File: config.mk
export PLATFORM = sky130hd
export DESIGN_NAME = chain_latency_monitor_flat
export DESIGN_NICKNAME = d
export VERILOG_FILES = /design/src/rtl/chain_latency_monitor_if.sv /design/src/rtl/chain_latency_monitor.sv /design/src/flat_wrapper.sv
export SDC_FILE = /design/constraint.sdc
export NUM_CORES = 1
export LEC_CHECK = 0
export ABC_AREA = 1
export CAP_MARGIN = 10
export CELL_PAD_IN_SITES_DETAIL_PLACEMENT = 0
export CELL_PAD_IN_SITES_GLOBAL_PLACEMENT = 1
export CORE_MARGIN = 3
export CORE_UTILIZATION = 52
export DETAILED_ROUTE_END_ITERATION = 8
export HOLD_SLACK_MARGIN = 0.15
export PLACE_DENSITY_LB_ADDON = 0.08
export SLEW_MARGIN = 20
export SYNTH_ARGS = -nofsm -noshare
export SYNTH_HDL_FRONTEND = slang
export SYNTH_SLANG_ARGS = --single-unit
export TNS_END_PERCENT = 50
File: constraint.sdc
create_clock -name clk -period 14.8 [get_ports clk]
set_clock_uncertainty 0.15 [all_clocks]
set_input_delay 2.22 -clock clk [delete_from_list [all_inputs] [get_ports clk]]
set_output_delay 2.22 -clock clk [all_outputs]
set_load 0.02 [all_outputs]
File: src/rtl/chain_latency_monitor_if.sv
// Signal bundle between the delay-chain stress bench and chain_latency_monitor.
// master drives the launch/capture nets and clear; slave is the monitor.
interface chain_latency_monitor_if #(
   parameter int unsigned FIFO_DEPTH = 16,
   parameter int unsigned TS_W       = 24,
   parameter int unsigned CNT_W      = 32
);
   logic                          launch;
   logic                          capture;
   logic                          clear;
   logic                          lat_valid;
   logic [TS_W-1:0]               lat_value;
   logic [TS_W-1:0]               lat_min;
   logic [TS_W-1:0]               lat_max;
   logic [CNT_W-1:0]              edge_cnt;
   logic [$clog2(FIFO_DEPTH):0]   pending;
   logic                          overflow;
   logic                          spurious;
   logic                          timeout;

   modport master (
      output launch, capture, clear,
      input  lat_valid, lat_value, lat_min, lat_max, edge_cnt, pending,
             overflow, spurious, timeout
   );

   modport slave (
      input  launch, capture, clear,
      output lat_valid, lat_value, lat_min, lat_max, edge_cnt, pending,
             overflow, spurious, timeout
   );
endinterface

File: src/rtl/chain_latency_monitor.sv
// Far-end checker for a toggle-stimulus delay chain: timestamps launch edges, matches capture
// edges in FIFO order, reports latency stats. Optional lost-edge timeout via MON_TIMEOUT_EN.
module chain_latency_monitor #(
   parameter int unsigned FIFO_DEPTH  = 16,
   parameter int unsigned TS_W        = 24,
   parameter int unsigned CNT_W       = 32,
   parameter int unsigned TIMEOUT_CYC = 4096
) (
   input logic                    clk,
   input logic                    rst,
   chain_latency_monitor_if.slave mon
);
   localparam int unsigned AW = $clog2(FIFO_DEPTH);
   localparam int unsigned CW = AW + 1;
`ifdef MON_TIMEOUT_EN
   localparam bit TIMEOUT_EN = 1'b1;
`else
   localparam bit TIMEOUT_EN = 1'b0;
`endif

   typedef enum logic [1:0] {StEmpty, StTracking, StFault} state_e;

   state_e            state_q, state_d;
   logic [TS_W-1:0]   ts_q;
   logic              launch_q, capture_q;
   logic [TS_W-1:0]   mem_q [FIFO_DEPTH];
   logic [AW-1:0]     wr_ptr_q, rd_ptr_q;
   logic [CW-1:0]     count_q, count_d;
   logic              lat_valid_q;
   logic [TS_W-1:0]   lat_value_q, lat_min_q, lat_max_q;
   logic [CNT_W-1:0]  edge_cnt_q;
   logic              overflow_q, spurious_q, timeout_q;

   logic              l_edge, c_edge, active, empty, full;
   logic              do_push, do_pop, spur, ovf, tmo;
   logic [TS_W-1:0]   head, lat;

   always_comb begin
      l_edge  = mon.launch ^ launch_q;
      c_edge  = mon.capture ^ capture_q;
      active  = (state_q != StFault);
      empty   = (count_q == '0);
      full    = (count_q == CW'(FIFO_DEPTH));
      head    = mem_q[rd_ptr_q];
      // Modular difference stays correct across ts wrap for latencies below 2^TS_W.
      lat     = ts_q - head;
      do_pop  = active && c_edge && !empty;
      do_push = active && l_edge && (!full || do_pop);
      spur    = active && c_edge && empty;
      ovf     = active && l_edge && full && !do_pop;
      tmo     = TIMEOUT_EN && (state_q == StTracking) && (lat >= TS_W'(TIMEOUT_CYC));
      count_d = count_q + CW'(do_push) - CW'(do_pop);

      state_d = state_q;
      unique case (state_q)
         StEmpty:    if (do_push) state_d = StTracking;
         StTracking: if (count_d == '0) state_d = StEmpty;
         StFault:    state_d = StFault;
         default:    state_d = StEmpty;
      endcase
      if (spur || ovf || tmo) state_d = StFault;
   end

   always_ff @(posedge clk) begin
      if (!rst && !mon.clear && do_push) mem_q[wr_ptr_q] <= ts_q;
   end

   always_ff @(posedge clk or posedge rst) begin
      if (rst) begin
         ts_q        <= '0;
         launch_q    <= 1'b0;
         capture_q   <= 1'b0;
         state_q     <= StEmpty;
         wr_ptr_q    <= '0;
         rd_ptr_q    <= '0;
         count_q     <= '0;
         lat_valid_q <= 1'b0;
         lat_value_q <= '0;
         lat_min_q   <= '1;
         lat_max_q   <= '0;
         edge_cnt_q  <= '0;
         overflow_q  <= 1'b0;
         spurious_q  <= 1'b0;
         timeout_q   <= 1'b0;
      end else begin
         ts_q <= ts_q + TS_W'(1);
         if (mon.clear) begin
            launch_q    <= 1'b0;
            capture_q   <= 1'b0;
            state_q     <= StEmpty;
            wr_ptr_q    <= '0;
            rd_ptr_q    <= '0;
            count_q     <= '0;
            lat_valid_q <= 1'b0;
            lat_value_q <= '0;
            lat_min_q   <= '1;
            lat_max_q   <= '0;
            edge_cnt_q  <= '0;
            overflow_q  <= 1'b0;
            spurious_q  <= 1'b0;
            timeout_q   <= 1'b0;
         end else begin
            launch_q    <= mon.launch;
            capture_q   <= mon.capture;
            state_q     <= state_d;
            count_q     <= count_d;
            lat_valid_q <= do_pop;
            if (do_push) wr_ptr_q <= wr_ptr_q + AW'(1);
            if (do_pop) begin
               rd_ptr_q    <= rd_ptr_q + AW'(1);
               lat_value_q <= lat;
               if (lat < lat_min_q) lat_min_q <= lat;
               if (lat > lat_max_q) lat_max_q <= lat;
               if (edge_cnt_q != '1) edge_cnt_q <= edge_cnt_q + CNT_W'(1);
            end
            if (ovf)  overflow_q <= 1'b1;
            if (spur) spurious_q <= 1'b1;
            if (tmo)  timeout_q  <= 1'b1;
         end
      end
   end

   assign mon.lat_valid = lat_valid_q;
   assign mon.lat_value = lat_value_q;
   assign mon.lat_min   = lat_min_q;
   assign mon.lat_max   = lat_max_q;
   assign mon.edge_cnt  = edge_cnt_q;
   assign mon.pending   = count_q;
   assign mon.overflow  = overflow_q;
   assign mon.spurious  = spurious_q;
   assign mon.timeout   = timeout_q;
endmodule

File: src/flat_wrapper.sv
// flat-port wrapper written by rule: the top's interface ports become plain ports
module chain_latency_monitor_flat 
#(
   parameter int unsigned FIFO_DEPTH  = 16,
   parameter int unsigned TS_W        = 24,
   parameter int unsigned CNT_W       = 32,
   parameter int unsigned TIMEOUT_CYC = 4096
)
  (clk, rst, mon_launch, mon_capture, mon_clear, mon_lat_valid, mon_lat_value, mon_lat_min, mon_lat_max, mon_edge_cnt, mon_pending, mon_overflow, mon_spurious, mon_timeout);
  chain_latency_monitor_if #(.FIFO_DEPTH(FIFO_DEPTH), .TS_W(TS_W), .CNT_W(CNT_W)) mon_i ();
  input logic clk;
  input logic rst;
  input wire logic [$bits(mon_i.launch)-1:0] mon_launch;
  input wire logic [$bits(mon_i.capture)-1:0] mon_capture;
  input wire logic [$bits(mon_i.clear)-1:0] mon_clear;
  output wire logic [$bits(mon_i.lat_valid)-1:0] mon_lat_valid;
  output wire logic [$bits(mon_i.lat_value)-1:0] mon_lat_value;
  output wire logic [$bits(mon_i.lat_min)-1:0] mon_lat_min;
  output wire logic [$bits(mon_i.lat_max)-1:0] mon_lat_max;
  output wire logic [$bits(mon_i.edge_cnt)-1:0] mon_edge_cnt;
  output wire logic [$bits(mon_i.pending)-1:0] mon_pending;
  output wire logic [$bits(mon_i.overflow)-1:0] mon_overflow;
  output wire logic [$bits(mon_i.spurious)-1:0] mon_spurious;
  output wire logic [$bits(mon_i.timeout)-1:0] mon_timeout;
  assign mon_i.launch = mon_launch;
  assign mon_i.capture = mon_capture;
  assign mon_i.clear = mon_clear;
  assign mon_lat_valid = mon_i.lat_valid;
  assign mon_lat_value = mon_i.lat_value;
  assign mon_lat_min = mon_i.lat_min;
  assign mon_lat_max = mon_i.lat_max;
  assign mon_edge_cnt = mon_i.edge_cnt;
  assign mon_pending = mon_i.pending;
  assign mon_overflow = mon_i.overflow;
  assign mon_spurious = mon_i.spurious;
  assign mon_timeout = mon_i.timeout;
  chain_latency_monitor #(.FIFO_DEPTH(FIFO_DEPTH), .TS_W(TS_W), .CNT_W(CNT_W), .TIMEOUT_CYC(TIMEOUT_CYC)) u_core (.clk(clk), .rst(rst), .mon(mon_i));
endmodule
==> summary.md, run 1 <==
| Metric | Value |
|---|---|
| Initial antenna violation count | `0` |
| Flip-flop and latch count after synthesis | `532` |
| Die area | `50300 µm²` |
| Most frequent cells in the layout | `568 x nand2_1, 384 x edfxtp_1, 201 x nor2_1, 180 x inv_1, 160 x o21ai_0` |
| Non-filler instance count after layout | `3159` |
| DRC Markers | `0` |
| Relative slew margins | `28.2%` |
| Final instance area | `28400 µm²` |
| Leakage | `11.7 nW` |
| GRT Residual Overflow | `0` |
| Synth Instances | `2405` |
| Unrepaired setup endpoints after global routing | `no` |
| Detailed Route WL | `67700 µm` |
| Worst setup EP type | `flip-flop` |
| Clock buffer depth | `3` |
| Worst Hold Class | `flip-flop to flip-flop` |
| Tightest Pin Transition | `1.08 ns` |
| Slowest-stage cell, CP | `buf_4` |
| Maxcap violations | `0` |
| Post-synthesis net count | `2496` |
| Final worst slack | `7.49 ns` |
| Setup WS pre-CTS | `7.70 ns` |
| Req. time, crit path | `15.16 ns` |
| HPWL after detailed placement | `42100 µm` |
| First-pass GRT wire length | `103000 µm` |
| Switching portion of total power | `38.8%` |
| Flop pwr share | `34.4%` |
| Die X-Extent | `224 µm` |
| Number of setup violations in the final report | `0` |
| Syn_area_per_cell | `10.3 µm²` |
| Shortest period the worst path allows | `7.31 ns` |
| Leading cell type in the layout, fill and taps excluded | `nand2_1` |
| CP arrival | `7.67 ns` |
| Wire per inst | `21.4 µm` |
| Max FO, Critical Path | `103` |
| Ant diodes | `0` |
| Clk slew on worst S/H paths | `0.06 ns` |
| Via count | `18000` |
| Final core occ | `60.7%` |
| Pwr/cell area | `186 nW/µm²` |
| Share of cells above drive strength 1 | `7.76%` |
| Worst hold slack | `0.327 ns` |
| Number of routed nets with antenna violations | `0` |
| Crit Path Category | `flip-flop to flip-flop` |
| Num ports | `118` |
| Clock sinks | `532` |
| Drt first pass iters | `5` |
| Port bufs | `116` |
| Critical path's largest stage delay | `0.93 ns` |
| Initial core utilization | `52.9%` |
| Peak supply drop | `0.108 mV` |
| Outcome | `complete, no violations` |
| H-tree depth | `2` |
| Final hold vios | `0` |
| Fmax | `137 MHz` |
| Row count | `79` |
| Placed Cells | `3054` |
| Vias in the first global route | `17600` |
| CP dominant cell by count | `nand2_1` |
| Latest clock arrival within the worst-skew pair | `0.63 ns` |
| Total power | `5.27 mW` |
| TNS Setup | `0 ns` |
| Synthesis warning total | `0` |
| Gp weighted congestion | `0.887` |
| Clock buffer count from CTS | `55` |
| R2r setup slk | `7.49 ns` |
| Root buffer cell | `clkbuf_16` |
| Vias per Instance | `5.71` |
| Placed Area | `26500 µm²` |
| Die Ht | `224 µm` |
| Core footprint | `46800 µm²` |
| Layout Nets | `2596` |
| Pint | `3.23 mW` |
| Max-slew violations | `0` |
| # resized after CTS | `0` |
| Total track usage | `26.9%` |
| Mapped cell area | `24800 µm²` |
| Power share of the clock group | `26.9%` |
| Post-CTS Setup Inserts | `0` |
| Sw power | `2.04 mW` |
| Crit share post-route | `49.4%` |
| Number of hold buffers added after CTS | `0` |
| Largest net degree at the start of global routing | `104` |
| Sequential area share after synthesis | `61.7%` |
| Unique masters post-synth | `54` |
| CP Launch Type | `flip-flop` |
| Synth-to-layout area growth | `14.7%` |
| Iter 0 DRT Violations | `1776` |
| Combinational share of power | `38.6%` |
| CTS tree | `yes` |
==> layer usage <==
metal  GRT usage (%)  vias up  share of wire, %  wire (µm)
li1                -     8516                 -          -
met5               0        -                 0          0
met4            8.96        0               2.9       1970
met3            5.08      134               6.9       4700
met2            43.4      585                47      31900
met1            37.1     8789                43      29100
==> Yosys cell counts (all sizes together) <==
| cell | count | share of area, % |
|---|---|---|
| a221oi | 29 | 1.0 |
| o21ai | 204 | 4.2 |
| o22ai | 30 | 0.76 |
| o31ai | 12 | 0.36 |
| fa | 2 | 0.16 |
| buf | 55 | 1.3 |
| nor4 | 5 | 0.15 |
| clkinv | 3 | 0.051 |
| nand3b | 13 | 0.39 |
| xor2 | 31 | 1.1 |
| dfstp | 24 | 2.5 |
| o211ai | 1 | 0.030 |
| nand4 | 26 | 0.66 |
| xnor2 | 20 | 0.71 |
| edfxtp | 384 | 47 |
| or2 | 3 | 0.076 |
| nor3b | 3 | 0.091 |
| a21o | 1 | 0.030 |
| dfrtp | 124 | 13 |
| nor3 | 23 | 0.49 |
| a22o | 2 | 0.071 |
| and2 | 3 | 0.076 |
| o221a | 5 | 0.23 |
| o21a | 6 | 0.18 |
| conb | 1 | 0.015 |
| ha | 84 | 4.2 |
| inv | 192 | 2.9 |
| a21oi | 125 | 2.5 |
| clkbuf | 45 | 0.69 |
| nand2 | 575 | 8.9 |
| nand3 | 132 | 2.8 |
| nor2 | 226 | 3.6 |
| o221ai | 12 | 0.42 |
| o21bai | 4 | 0.12 |
==> area by class of cell <==
type | count | area (µm²)
Clock buffer | 77 | 1550
Clock inverter | 27 | 323
Fill cell | 3873 | 18400
Inverter | 195 | 743
Multi-Input combinational cell | 1578 | 8340
Sequential cell | 532 | 15300
Tap cell | 607 | 759
Timing Repair Buffer | 143 | 1420
==> cell families after synthesis <==
family          synth area share, %
simple gates                   17.2
flops                          61.7
compound gates                 9.93
buf+inv                        5.00
fa+ha+maj                      4.41
xor+xnor                       1.80
other cells                  0.0151
==> power by group through the flow <==
stage	sequential, mW	clock, mW	combinational (mW)
after global routing	1.83	1.50	2.30
after global placement	1.85	0	2.01
after CTS	1.82	1.44	2.05
final	1.82	1.42	2.04
after floorplan	1.92	0	1.28
after detailed placement	1.85	0	2.03
==> sequential cells by signal, summed over array words and instances, names as in the netlist <==
signal                flops
u_core.rd_ptr_q           4
u_core.mon.pending        5
u_core.mon.lat_max       24
u_core.capture_q          1
u_core.mon.edge_cnt      32
u_core.mem_q            384
u_core.state_q            2
u_core.mon.overflow       1
u_core.mon.spurious       1
u_core.ts_q              24
u_core.mon.lat_min       24
u_core.mon.lat_value     24
u_core.launch_q           1
u_core.wr_ptr_q           4
u_core.mon.lat_valid      1
==> critical path: cells and delay by family (launching register included) <==
| kind | cells | cell delay (ns) |
|---|---|---|
| AO/OA/AOI/OAI | 4 | 1.02 |
| flip-flops | 1 | 0.70 |
| adder cells (fa/ha/maj) | 3 | 0.90 |
| AND/OR/NAND/NOR | 16 | 2.53 |
| buffers and inverters | 3 | 1.72 |
==> worst paths after layout <==
path | endpoint | cells past startpoint | startpoint
max in group asynchronous | u_core.mon.lat_value[4]$_DFFE_PP0P_ | 3 | rst
min in group asynchronous | u_core.wr_ptr_q[1]$_DFFE_PP0P_ | 2 | rst
max | u_core.mon.lat_max[5]$_DFFE_PP0P_ | 26 | u_core.rd_ptr_q[0]$_DFFE_PP0P_
min | u_core.mon.lat_value[11]$_DFFE_PP0P_ | 2 | u_core.mon.lat_value[11]$_DFFE_PP0P_
max reg2reg | u_core.mon.lat_max[5]$_DFFE_PP0P_ | 26 | u_core.rd_ptr_q[0]$_DFFE_PP0P_
min reg2reg | u_core.mon.lat_value[11]$_DFFE_PP0P_ | 2 | u_core.mon.lat_value[11]$_DFFE_PP0P_
(Power assumes the default switching activity.)
==> run 2, diff against run 1 <==
--- a/config.mk
+++ b/config.mk
@@ -10,7 +10,7 @@
 export CELL_PAD_IN_SITES_DETAIL_PLACEMENT = 0
 export CELL_PAD_IN_SITES_GLOBAL_PLACEMENT = 1
 export CORE_MARGIN = 3
-export CORE_UTILIZATION = 52
+export CORE_UTILIZATION = 48
 export DETAILED_ROUTE_END_ITERATION = 8
 export HOLD_SLACK_MARGIN = 0.15
 export PLACE_DENSITY_LB_ADDON = 0.08
==> constraint.sdc (replaced) <==
create_clock -name clk -period 7.4 [get_ports clk]
set_clock_uncertainty 0.15 [all_clocks]
set_input_delay 1.11 -clock clk [delete_from_list [all_inputs] [get_ports clk]]
set_output_delay 1.11 -clock clk [all_outputs]
set_load 0.02 [all_outputs]
==> run 2 against run 1 <==
  * Worst setup slack worse by 6.4 ns
  * Wire length up 4.8%
  * Total power up 100%
  * Hold slack worse by 0.0017 ns
==> summary.md, run 2 (synthesis results as in run 1) <==
| Metric | Value |
|---|---|
| Most frequent cells in the layout | `568 x nand2_1, 384 x edfxtp_1, 201 x nor2_1, 180 x inv_1, 160 x o21ai_0 (unchanged)` |
| Req. time, crit path | `7.79 ns (was 15.16 ns)` |
| Clock sinks | `532 (unchanged)` |
| # resized after CTS | `0 (unchanged)` |
| Outcome | `complete, no violations (unchanged)` |
| Pint | `6.46 mW (was 3.23 mW)` |
| Largest net degree at the start of global routing | `99 (was 104)` |
| Leading cell type in the layout, fill and taps excluded | `nand2_1 (unchanged)` |
| TNS Setup | `0 ns (unchanged)` |
| Ant diodes | `0 (unchanged)` |
| Row count | `82 (was 79)` |
| Latest clock arrival within the worst-skew pair | `0.62 ns (was 0.63 ns)` |
| Relative slew margins | `25.9% (was 28.2%)` |
| Drt first pass iters | `7 (was 5)` |
| Share of cells above drive strength 1 | `8.01% (was 7.76%)` |
| Root buffer cell | `clkbuf_16 (unchanged)` |
| Unrepaired setup endpoints after global routing | `no (unchanged)` |
| Gp weighted congestion | `0.910 (was 0.887)` |
| Pwr/cell area | `369 nW/µm² (was 186 nW/µm²)` |
| Number of routed nets with antenna violations | `0 (unchanged)` |
| Shortest period the worst path allows | `6.31 ns (was 7.31 ns)` |
| Clk slew on worst S/H paths | `0.06 ns (about the same)` |
| Post-CTS Setup Inserts | `0 (unchanged)` |
| Detailed Route WL | `71000 µm (was 67700 µm)` |
| Number of hold buffers added after CTS | `0 (unchanged)` |
| Switching portion of total power | `38.8% (about the same)` |
| Sw power | `4.10 mW (was 2.04 mW)` |
| CP arrival | `6.70 ns (was 7.67 ns)` |
| Leakage | `11.7 nW (about the same)` |
| Crit share post-route | `85.3% (was 49.4%)` |
| Crit Path Category | `flip-flop to flip-flop (unchanged)` |
| Max FO, Critical Path | `75 (was 103)` |
| Maxcap violations | `0 (unchanged)` |
| Die area | `54300 µm² (was 50300 µm²)` |
| Combinational share of power | `39.0% (was 38.6%)` |
| Layout Nets | `2605 (was 2596)` |
| Tightest Pin Transition | `1.11 ns (was 1.08 ns)` |
| H-tree depth | `2 (unchanged)` |
| Vias in the first global route | `17400 (was 17600)` |
| Die Ht | `233 µm (was 224 µm)` |
| Total track usage | `26.2% (was 26.9%)` |
| Critical path's largest stage delay | `0.78 ns (was 0.93 ns)` |
| Core footprint | `50600 µm² (was 46800 µm²)` |
| GRT Residual Overflow | `0 (unchanged)` |
| Worst setup EP type | `flip-flop (unchanged)` |
| Worst Hold Class | `flip-flop to flip-flop (unchanged)` |
| Max FFs per register | `384 (unchanged)` |
| Power share of the clock group | `26.5% (was 26.9%)` |
| Initial antenna violation count | `1 (was 0)` |
| Largest Register | `u_core.mem_q (unchanged)` |
| Final hold vios | `0 (unchanged)` |
| Clock buffer count from CTS | `56 (was 55)` |
| Slowest-stage cell, CP | `a21oi_1 (was buf_4)` |
| Fmax | `158 MHz (was 137 MHz)` |
| Vias per Instance | `5.54 (was 5.71)` |
| DRC Markers | `0 (unchanged)` |
| Clock buffer depth | `3 (unchanged)` |
| Crit-path cells | `inv_4, buf_4, nand2_1, nand3_1, nand3_1, o21ai_0, inv_1, ha_1, inv_1, nor3_1, nand2_1, nor2_1, nand2_1, nand4_1, nand2_1, ha_1, nand2_1, nor2_1, nand2_1, nor2_1, a21oi_1, a21oi_1, nand2_1, nand2_1` |
| CP Launch Type | `flip-flop (unchanged)` |
| Fillers | `4376 (was 3873)` |
| Worst hold slack | `0.326 ns (was 0.327 ns)` |
| Die X-Extent | `233 µm (was 224 µm)` |
| Port bufs | `116 (unchanged)` |
| CP dominant cell by count | `nand2_1 (unchanged)` |
| HPWL after detailed placement | `44800 µm (was 42100 µm)` |
| CTS tree | `yes (unchanged)` |
| R2r setup slk | `1.09 ns (was 7.49 ns)` |
| Initial core utilization | `48.9% (was 52.9%)` |
| Wire per inst | `22.0 µm (was 21.4 µm)` |
| Number of setup violations in the final report | `0 (unchanged)` |
| Max-slew violations | `0 (unchanged)` |
| Flop pwr share | `34.4% (about the same)` |
| Peak supply drop | `0.244 mV (was 0.108 mV)` |
| First-pass GRT wire length | `107000 µm (was 103000 µm)` |
| Iter 0 DRT Violations | `1646 (was 1776)` |
| Via count | `17900 (was 18000)` |
| Num ports | `118 (unchanged)` |
| Synth-to-layout area growth | `15.5% (was 14.7%)` |
==> run 2: cell count changes in the layout (fill, tap and decap cells not counted), moves of 2 or more <==
cell        before  now
buf_4           24   27
clkinv_1         9   14
nor2_2          12    9
clkbuf_8         7    0
nor2_4          13   16
clkbuf_1        14   10
buf_12           0    6
clkinv_4         0    3
clkinvlp_4       1    3
==> run 2: cell type report <==
type,count,area (µm²),share of cell area (%)
clock inverter,37,375,1.31
inverter,195,743,2.60
sequential,532,15300,53.4
multi-input combinational,1578,8350,29.2
clock buffer,67,1460,5.12
tap,672,841,2.94
timing repair buffer,151,1530,5.37
==> run 2: layer usage <==
metal  part of all wire, %  vias to the layer above  track usage, %
met3                   5.9                      107            3.33
met4                   2.2                        2            6.47
met5                 0.018                        -               0
li1                      -                     8539               -
met1                    44                     8727            37.1
met2                    48                      538            43.0
==> run 2: through the flow <==
stage / utilization (%) / total power [mW] / area, µm² / std cells / setup WS (ns)
finish: 56.5 / 10.6 / 28600 / 3232 / 1.09
global route: 56.5 / 11.3 / 28600 / 3232 / 0.436
CTS: 56.4 / 10.6 / 28500 / 3229 / 1.11
detailed placement: 52.7 / 7.82 / 26700 / 3125 / 1.11
global placement: 52.6 / 7.79 / 26600 / 3122 / 1.09
floorplan: - / 6.40 / 24800 / 2405 / 2.20
==> run 2: power groups by stage <==
stage / combinational [mW] / clock (mW) / sequential, mW
2_1_floorplan: 2.56 / 0 / 3.84
3_3_place_gp: 4.09 / 0 / 3.69
3_5_place_dp: 4.12 / 0 / 3.70
4_1_cts: 4.14 / 2.86 / 3.64
5_1_grt: 4.64 / 2.96 / 3.66
6_report: 4.12 / 2.80 / 3.63
==> run 2: final timing paths <==
kind,startpoint,to,depth (start not counted)
max,u_core.rd_ptr_q[0]$_DFFE_PP0P_,u_core.mon.lat_max[2]$_DFFE_PP0P_,24
min,u_core.mon.lat_value[5]$_DFFE_PP0P_,u_core.mon.lat_value[5]$_DFFE_PP0P_,2
max reg2reg,u_core.rd_ptr_q[0]$_DFFE_PP0P_,u_core.mon.lat_max[2]$_DFFE_PP0P_,24
min reg2reg,u_core.mon.lat_value[5]$_DFFE_PP0P_,u_core.mon.lat_value[5]$_DFFE_PP0P_,2
max in group asynchronous,rst,u_core.mon.lat_value[6]$_DFFE_PP0P_,3
min in group asynchronous,rst,u_core.mon.edge_cnt[14]$_DFFE_PP0P_,2
==> run 2: critical path: cells and delay by family, from the launching register on <==
kind	cells	cell delay, ns
AO/OA/AOI/OAI	3	1.28
adder cells (fa/ha/maj)	2	0.75
buffers and inverters	4	1.32
flip-flops	1	0.72
AND/OR/NAND/NOR	15	1.97
